===== src/rtl/inst_fetch_bridge.sv =====
// inst_fetch_bridge: single-outstanding instruction fetch from the PC unit to decode over an SRAM-like bus
module inst_fetch_bridge #(
   parameter logic [31:0] NOP_WORD = 32'h0000_0000
) (
   input  logic        clk,
   input  logic        rst,
   input  logic [31:0] fetch_pc,
   input  logic        fetch_req,
   input  logic        flush,
   output logic        inst_req,
   output logic [31:0] inst_addr,
   input  logic        inst_addr_ok,
   input  logic        inst_data_ok,
   input  logic [31:0] inst_rdata,
   output logic        inst_valid,
   input  logic        inst_accept,
   output logic [31:0] inst_out,
   output logic [31:0] inst_pc,
   output logic        inst_adel,
   output logic        pc_advance
);
   typedef enum logic [2:0] {IDLE, REQ, WAIT, HOLD, DISCARD} state_t;
   state_t state, state_nxt;
   logic   kill;
   logic   aligned;
   logic   start;
   assign aligned    = fetch_pc[1:0] == 2'b00;
   assign start      = state == IDLE && fetch_req && !flush;
   assign inst_req   = state == REQ;
   assign inst_valid = state == HOLD;
   assign pc_advance = inst_valid && inst_accept && !flush;
   // next state: a flushed read that still owes a response parks in DISCARD until data_ok
   always_comb begin
      state_nxt = state;
      case (state)
         IDLE:    state_nxt = start ? (aligned ? REQ : HOLD) : IDLE;
         REQ:     state_nxt = inst_addr_ok ? ((flush || kill) ? DISCARD : WAIT) : REQ;
         WAIT:    state_nxt = inst_data_ok ? (flush ? IDLE : HOLD) : (flush ? DISCARD : WAIT);
         HOLD:    state_nxt = (inst_accept || flush) ? IDLE : HOLD;
         DISCARD: state_nxt = inst_data_ok ? IDLE : DISCARD;
         default: state_nxt = IDLE;
      endcase
   end
   // state, sticky kill for flushes seen before the address is taken, and the captured fetch context
   always_ff @(posedge clk) begin
      if (rst) begin
         state     <= IDLE;
         kill      <= 1'b0;
         inst_addr <= '0;
         inst_pc   <= '0;
         inst_out  <= '0;
         inst_adel <= 1'b0;
      end else begin
         state <= state_nxt;
         if (state == REQ) kill <= inst_addr_ok ? 1'b0 : (kill || flush);
         if (start) begin
            inst_pc   <= fetch_pc;
            inst_adel <= !aligned;
            if (aligned) inst_addr <= fetch_pc;
            else inst_out <= NOP_WORD;
         end
         if (state == WAIT && inst_data_ok && !flush) begin
            inst_out  <= inst_rdata;
            inst_adel <= 1'b0;
         end
      end
   end
endmodule


===== config.mk =====
export PLATFORM = sky130hd
export DESIGN_NAME = inst_fetch_bridge
export DESIGN_NICKNAME = d
export VERILOG_FILES = /design/src/rtl/inst_fetch_bridge.sv
export SDC_FILE = /design/constraint.sdc
export NUM_CORES = 1
export LEC_CHECK = 0
export CAP_MARGIN = 20
export CORE_ASPECT_RATIO = 0.7
export CORE_MARGIN = 1
export CORE_UTILIZATION = 40
export DETAILED_ROUTE_END_ITERATION = 16
export PLACE_DENSITY_LB_ADDON = 0.08
export SLEW_MARGIN = 20
export SYNTH_ARGS = -nofsm -noshare
export SYNTH_HDL_FRONTEND = slang
export SYNTH_SLANG_ARGS = --single-unit

===== constraint.sdc =====
create_clock -name clk -period 3.9 [get_ports clk]
set_input_delay 0.585 -clock clk [delete_from_list [all_inputs] [get_ports clk]]
set_output_delay 0.585 -clock clk [all_outputs]
set_load 0.03 [all_outputs]

# Word level (Yosys, flattened, before mapping)
# Index checks and enable logic that the tools add are counted.
[classes]
muxes = 14
n_reduce_logical = 16
n_eq_ne = 5
[ops]
columns = ["op", "count"]
rows = [
  ["$mux 32", 3],
  ["$mux 3", 5],
  ["$pmux 3 s5", 1],
  ["$mux 2", 4],
  ["$eq 3x2->1 const B", 2],
  ["$logic_and 1x1->1", 6],
  ["$reduce_and 2->1", 2],
  ["$eq 3x1->1 const B", 1],
  ["$eq 3x3->1 const B", 1],
  ["$logic_not 3->1", 1],
  ["$logic_not 1->1", 2],
  ["$logic_not 2->1", 1],
  ["$logic_or 1x1->1", 2],
  ["$ne 2x1->1 const B", 1],
  ["$reduce_bool 2->1", 1],
  ["$reduce_or 2->1", 1],
  ["$mux 1", 1],
]
[totals]
reg_bits = 101
out_inout_bits = 100
elab_cells = 41
in_bits = 71

# Logic depth before layout (Yosys ltp)
# Gate-level depths: netlist of run 1.
[depth]
ltp_word = 5
mapped_depth = 6
ltp_nobuf = 3

# Least setup slack after synthesis of run 1
# Ideal clock, no wire load.
[synth_timing]
path_kind = "input -> register"
start = "in flush"
end = "reg inst_addr[10]"
arrival_time_ps = 2081
setup_slack_ps = 1747
path_buffers = 3
stages = 6
t_required_ps = 3828
setup_time_ps = 72
path_cell_list = "buf_6 or4_4 buf_6 nor4_4 buf_6 mux2i_1"
[synth_between]
elab_chain_len = 3
[synth_lines]
columns = ["item", "line_no", "rtl"]
rows = [
  ["start: declaration", "9", "input logic flush,"],
  ["$logic_not 1->1", "28", "assign start = state == IDLE && fetch_req && !flush;"],
  ["$logic_and 1x1->1", "28", ""],
  ["$reduce_and 2->1 (no line)", "--", ""],
  ["end signal: assignment", "59", "if (aligned) inst_addr <= fetch_pc;"],
  ["end: declaration", "11", "output logic [31:0] inst_addr,"],
]
# Every way passes these cells.
# A chain may end at the register's enable or synchronous reset.

# Final worst setup path of run 1
[layout_timing]
start = "reg state[0]"
end = "out inst_req"
[layout_between]
elab_chain_len = 1
[layout_lines]
columns = ["item", "line_no", "rtl"]
rows = [
  ["start: declaration", "23", "state_t state, state_nxt;"],
  ["start signal: assignment", "54", "state <= state_nxt;"],
  ["$eq 3x1->1", "29", "assign inst_req = state == REQ;"],
  ["end: declaration", "10", "output logic inst_req,"],
]
# Every way passes these cells.

==> results of run 1 <==
[final cells by class]
cell class | instances | area share [%]
Tap cell | 132 | 2.61
Sequential cell | 101 | 31.9
Multi-Input combinational cell | 282 | 31.2
Timing Repair Buffer | 180 | 28.0
Clock inverter | 3 | 0.375
Clock buffer | 11 | 3.83
Inverter | 34 | 2.02
[routing by layer]
| layer | routed length (µm) | GRT usage (%) |
|---|---|---|
| met4 | 104 | 5.26 |
| met2 | 5220 | 33.5 |
| met1 | 5770 | 28.6 |
| met5 | 0 | 0 |
| met3 | 863 | 8.32 |
[metrics by stage]
| stage | cells | power [W] | util [%] | worst slack (ns) |
|---|---|---|---|---|
| final | 743 | 0.00228 | 60.5 | 1.09 |
| after CTS | 743 | 0.00230 | 60.5 | 1.08 |
| after global placement | 729 | 0.00147 | 57.9 | 0.975 |
| after detailed placement | 729 | 0.00148 | 57.9 | 0.902 |
| after floorplan | 470 | 0.00131 | - | 1.75 |
| after global routing | 743 | 0.00238 | 60.5 | 0.962 |
[where the power goes]
group          internal [W]  leakage (nW)  switching, W
registers           0.00106         0.818     0.0000223
logic              0.000169          1.14      0.000200
clock network      0.000445         0.124      0.000380
[worst max-delay path, stage by stage, from the launching register on]
cell and delay (ns):
dfxtp_1 0.54, nor3b_1 0.56, clkdlybuf4s50_1 0.78
[worst max path at each step]
stage                                       to  cells after the start  slack, ns                 from
detailed placement  inst_addr[14]$_SDFFE_PP0P_                      6       0.90            fetch_req
global route                          inst_req                      2       0.96  state[0]$_SDFF_PP0_
floorplan           inst_addr[10]$_SDFFE_PP0P_                      6       1.75                flush
CTS                                   inst_req                      2       1.08  state[0]$_SDFF_PP0_
global placement    inst_addr[16]$_SDFFE_PP0P_                      6       0.98            fetch_req
finish                                inst_req                      2       1.09  state[0]$_SDFF_PP0_
[kinds of logic (layout without fill, tap and decap cells)]
group                  count (synthesis)  after routing
AOI/OAI and AO/OA                    108            108
buffers and inverters                 87            228
muxes                                 30             30
and+or+nand+nor                      144            144
DFF                                  101            101
[registers in the layout (all words and copies together), names as in the netlist]
register,count
inst_out,32
inst_addr,32
inst_adel,1
state,3
inst_pc,32
kill,1
[cell usage in the layout, fill, tap and decap left out, types with 4 or more instances in the layout]
cell / n
clkbuf_16: 9
o41ai_1: 32
buf_4: 11
inv_1: 34
nand2b_1: 62
clkdlybuf4s50_1: 169
mux2i_1: 30
a21oi_1: 35
o21ai_0: 35
nand3_1: 32
nand4b_1: 32
dfxtp_1: 101
nor3b_1: 4
==> metrics.md, run 1 <==
| Metric | Value |
|---|---|
| Status | `complete, no violations` |
| Fin Hold WS | `between 0.4 and 0.5 ns` |
| Die width | `between 100 and 150 µm` |
| Post-synthesis mux area share | `6.90%` |
| Root Driver | `clkbuf_16` |
| Crit Path Class | `flip-flop to primary output` |
| Post-Syn Instances | `470` |
| Layout cell share with drive strength beyond 1 | `about 5%` |
| Synthesized area | `4350 µm²` |
| CTS Buffer Depth | `2` |
| Routed wire per std cell | `between 15 and 20 µm` |
| Crit-path max FO | `9` |
| Post-synth top area cell | `dfxtp_1` |
| Initial core utilization | `41.5%` |
| Final setup viols | `0` |
| Sequential area share after synthesis | `around 46%` |
| Compound-Gate Fraction of Synth Area | `15.5%` |
| DRT antenna net count | `0` |
| CTS Buf Count | `9` |
| Max VDD drop | `between 0.00015 and 0.0002 V` |
| Synth unique cells | `32` |
| Post-synth ARST share | `0%` |
| Leakage | `around 2.1 nW` |
| Synth Area in Adders | `0%` |
| Crit Reg-Reg Endpoint | `inst_addr[14]$_SDFFE_PP0P_` |
| FF-to-FF Start | `state[0]$_SDFF_PP0_` |
| Share of the synthesized area in the top cell type | `46.5%` |
| Via density | `5.25` |
| GRT Total Usage | `between 20% and 30%` |
| # rows | `31` |
| CTS sink cnt | `101` |
| Cell with the most instances after synthesis | `dfxtp_1` |
| Synth Area in Simple Gates | `22.6%` |
| Setup Skew | `between 0.007 and 0.008 ns` |
| Synthesis-to-finish area growth | `45.6%` |
| Grt ovf | `0` |
| Core Region | `roughly 10000 µm²` |
| Final min period | `~2.8 ns` |
| Top Ports | `171` |
| CTS clk-pin slew, worst paths | `approximately 0.06 ns` |
| Die area | `roughly 11000 µm²` |
| Crit share post-route | `between 70% and 80%` |
| Clock Latency Late Sink | `between 0.3 and 0.4 ns` |
| Critical Path RT | `around 3.3 ns` |
| Worst hold stages | `2` |
| Fin Setup TNS | `0 ns` |
| Xor and xnor fraction of the mapped netlist area | `0%` |
| FILL cells | `928` |
| FF+latch area | `about 2000 µm²` |
| HPWL after detailed placement | `7940 µm` |
| Router iterations before antenna repair | `4` |
| Hold endpoint | `inst_out[9]$_SDFFE_PP0P_` |
| Worst Hold Class | `flip-flop to flip-flop` |
| N_diodes | `0` |
| Number of flops mapped to enable cells by yosys | `0` |
| CTS resizes | `0` |
| Initial antenna violation count | `0` |
| FMAX | `approximately 360 MHz` |
| Pin count of the biggest net entering global routing | `97` |
| H-tree Lvls | `3` |
| CTS tree | `built` |
| Layout Nets | `679` |
| First-pass GRT wire length | `18900 µm` |
| Worst reg-to-reg setup slack | `1.80 ns` |
| Warnings from Yosys | `0` |
| Synth cell count leaders | `dfxtp_1, nand2b_1, clkbuf_1, a21oi_1, o21ai_0` |
| Pins Over Slew Limit | `0` |
| Via count | `a little under 4000` |
| Max cap viols | `0` |
| Initial drt markers | `~310` |
| Area of the multi-input gates | `around 2000 µm²` |
| DP Area | `a little over 6000 µm²` |
| Final hold violations | `0` |
| Final Instance Area | `approximately 6300 µm²` |
| Syn nets | `between 500 and 600` |
| Synth Register Bits | `between 100 and 150` |
| Critical Path AT | `2.22 ns` |
| Startpoint Class | `flip-flop` |
| Avg Inst Size Synth | `around 9 µm²` |
| Worst hold start | `inst_out[9]$_SDFFE_PP0P_` |
| # DRC | `0` |
| Die extent in y | `89.2 µm` |
| Ys flop type | `dfxtp_1` |
| DRT Wirelength | `between 10000 and 15000 µm` |
| Rel. slew slack | `roughly 43%` |
| RSZ-0062 raised after global routing | `no` |
| Power per cell area | `between 300 and 400 nW/µm²` |
| Number of global-route vias before repair | `3672` |
| Post-CTS Setup Bufs | `0` |
| Largest cells by area after synthesis | `dfxtp_1, nand2b_1, mux2i_1, nand4b_1, o41ai_1` |
| Hold buffers post-CTS | `0` |
| GPL Wtd Cong | `0.765` |
| CP Capture Type | `primary output` |
| Port bufs | `170` |
| Slew at the pin closest to its max-slew limit | `around 0.86 ns` |
| Largest family of logic cells by synthesized area | `simple AND/OR/NAND/NOR gates` |
| Worst reg-to-reg path cell count | `4` |
Power figures use the tool's default switching activity.
==> run 2: changes to the inputs <==
--- a/config.mk
+++ b/config.mk
@@ -8,7 +8,7 @@
 export CAP_MARGIN = 20
 export CORE_ASPECT_RATIO = 0.7
 export CORE_MARGIN = 1
-export CORE_UTILIZATION = 40
+export CORE_UTILIZATION = 39
 export DETAILED_ROUTE_END_ITERATION = 16
 export PLACE_DENSITY_LB_ADDON = 0.08
 export SLEW_MARGIN = 20
==> constraint.sdc (replaced) <==
create_clock -name clk -period 2.55 [get_ports clk]
set_input_delay 0.3825 -clock clk [delete_from_list [all_inputs] [get_ports clk]]
set_output_delay 0.3825 -clock clk [all_outputs]
set_load 0.03 [all_outputs]
==> run 2 against run 1 <==
  * Largest cell class unchanged
  * Via count increased by 0.95%
  * Critical endpoint is now pc_advance
  * First-iteration DRC count decreased by 41%
  * Clock skew decreased by 0.0037 ns
  * Sequential power increased by 52%
  * Utilization increased by 0.41 points
  * Register-to-register slack got worse by 1.2 ns
  * Largest power group unchanged
==> metrics.md, run 2 (synthesis results as in run 1) <==
| Metric | Value |
|---|---|
| # rows | `31 (unchanged)` |
| Die width | `128 µm (was 127 µm)` |
| Delay-heaviest family, CP | `buffers and inverters (unchanged)` |
| CP Capture Type | `primary output (unchanged)` |
| Slew at the pin closest to its max-slew limit | `0.727 ns (was 0.856 ns)` |
| FMAX | `between 400 and 500 MHz` |
| Worst Hold Class | `flip-flop to flip-flop (unchanged)` |
| Initial antenna violation count | `0 (unchanged)` |
| Max cap viols | `0 (unchanged)` |
| Pin count of the biggest net entering global routing | `90 (was 97)` |
| CTS clk-pin slew, worst paths | `0.06 ns (about the same)` |
| Core Region | `10600 µm² (was 10500 µm²)` |
| Root Driver | `clkbuf_16 (unchanged)` |
| CP max-delay cell | `clkdlybuf4s50_1 (unchanged)` |
| Router iterations before antenna repair | `5 (was 4)` |
| Layout Nets | `682 (was 679)` |
| Synthesis-to-finish area growth | `48.2% (was 45.6%)` |
| Grt ovf | `0 (unchanged)` |
| Initial core utilization | `41.1% (was 41.5%)` |
| Fin Setup TNS | `0 ns (unchanged)` |
| Hold buffers post-CTS | `0 (unchanged)` |
| Via count | `3939 (was 3902)` |
| CTS resizes | `0 (unchanged)` |
| H-tree Lvls | `3 (unchanged)` |
| Via density | `5.16 (was 5.25)` |
| Die area | `11600 µm² (was 11300 µm²)` |
| Crit-path max FO | `9 (unchanged)` |
| Power per cell area | `553 nW/µm² (was 360 nW/µm²)` |
| Max VDD drop | `0.000337 V (was 0.000191 V)` |
| Setup Skew | `0.00414 ns (was 0.00785 ns)` |
| Crit Path Class | `flip-flop to primary output (unchanged)` |
| Post-CTS Setup Bufs | `0 (unchanged)` |
| Critical Path AT | `1.98 ns (was 2.22 ns)` |
| CTS tree | `built (unchanged)` |
| Initial drt markers | `185 (was 312)` |
| Most frequent cells in the layout | `clkdlybuf4s50_1, dfxtp_1, nand2b_1 (unchanged)` |
| Status | `complete, no violations (unchanged)` |
| Final min period | `2.37 ns` |
| CTS Buf Count | `9 (unchanged)` |
| HPWL after detailed placement | `8160 µm (was 7940 µm)` |
| Layout cell share with drive strength beyond 1 | `5.04% (was 4.91%)` |
| Final hold violations | `0 (unchanged)` |
| CTS Buffer Depth | `2 (unchanged)` |
| Biggest regs | `inst_addr (32), inst_out (32), inst_pc (32) (unchanged)` |
| Crit path buffers/inverters | `1 (unchanged)` |
| Routed wire per std cell | `15.9 µm (was 16.1 µm)` |
| DRT antenna net count | `0 (unchanged)` |
| Critical Path RT | `2.17 ns (was 3.31 ns)` |
| Top Ports | `171 (unchanged)` |
| Clock Latency Late Sink | `0.34 ns (about the same)` |
| Fin Hold WS | `0.460 ns (about the same)` |
| First-pass GRT wire length | `19300 µm (was 18900 µm)` |
| CP Cell Sequence | `nand3b_1, nor3b_1, clkdlybuf4s50_1 (was nor3b_1, clkdlybuf4s50_1)` |
| Pins Over Slew Limit | `0 (unchanged)` |
| Leading cell type in the layout, fill and taps excluded | `clkdlybuf4s50_1 (unchanged)` |
| Rel. slew slack | `51.5% (was 42.8%)` |
| CTS sink cnt | `101 (unchanged)` |
| Leakage | `2.12 nW (was 2.08 nW)` |
| Port bufs | `170 (unchanged)` |
| Final setup viols | `0 (unchanged)` |
| RSZ-0062 raised after global routing | `no (unchanged)` |
| Number of global-route vias before repair | `3753 (was 3672)` |
| N_diodes | `0 (unchanged)` |
| Crit share post-route | `roughly 93%` |
| DRT Wirelength | `12200 µm (was 12000 µm)` |
| # DRC | `0 (unchanged)` |
| Crit-path max cell delay | `0.70 ns (was 0.78 ns)` |
| Startpoint Class | `flip-flop (unchanged)` |
| GPL Wtd Cong | `0.813 (was 0.765)` |
| Die extent in y | `90.4 µm (was 89.2 µm)` |
| GRT Total Usage | `21.2% (was 21.6%)` |
[run 2: cell count changes in the layout (fill, tap and decap cells not counted)]
| cell | before | now |
|---|---|---|
| buf_12 | 0 | 5 |
| buf_4 | 11 | 9 |
| bufinv_16 | 0 | 1 |
| clkbuf_1 | 1 | 4 |
| clkbuf_8 | 1 | 0 |
| clkinv_2 | 0 | 1 |
| clkinv_4 | 1 | 0 |
| clkinvlp_4 | 2 | 0 |
[run 2: through the flow]
stage	util, %	instances	setup WS, ns	power, W	area (µm²)
after global placement	58.3	748	0.241	0.00227	6170
after floorplan	-	470	0.599	0.00200	4350
after CTS	60.9	763	0.174	0.00360	6450
after global routing	60.9	763	0.0755	0.00372	6450
after detailed placement	58.3	748	0.214	0.00228	6170
final	60.9	763	0.183	0.00356	6450
[run 2: path summary, 6_finish.rpt]
path                             startpoint                        end  slack, ns  cells after the start
setup / recovery        state[0]$_SDFF_PP0_                 pc_advance       0.18                      3
hold / removal    inst_out[25]$_SDFFE_PP0P_  inst_out[25]$_SDFFE_PP0P_       0.46                      2
setup reg to reg        state[0]$_SDFF_PP0_  inst_out[19]$_SDFFE_PP0P_       0.62                      5
hold reg to reg   inst_out[25]$_SDFFE_PP0P_  inst_out[25]$_SDFFE_PP0P_       0.46                      2
[run 2: routing by layer]
metal	vias to the layer above	GRT usage (%)	wire length [µm]
met2	109	31.9	5440
li1	1949	-	-
met1	1863	28.1	5710
met5	-	0	0
met4	0	8.04	256
met3	18	6.75	760
[run 2: area by class of cell]
| type | instances | area, µm² |
|---|---|---|
| multi-input cells | 282 | 1980 |
| well taps | 148 | 185 |
| repair buffers | 183 | 1860 |
| clock inverters | 2 | 35.0 |
| flip-flops and latches | 101 | 2020 |
| clock buffers | 13 | 240 |
| fillers | 931 | 4140 |
| inverters | 34 | 128 |
[run 2: worst register-to-register path, cell delays in order (launching register included)]
cell and delay [ns]:
dfxtp_1 0.42, or4_4 0.64, buf_4 0.26, nor2_2 0.17, buf_12 0.21, o41ai_1 0.10
[run 2: where the power goes]
part	total, W	internal [W]	switching (W)
logic	0.000587	0.000275	0.000312
registers	0.00166	0.00163	0.0000338
clock network	0.00132	0.000756	0.000559
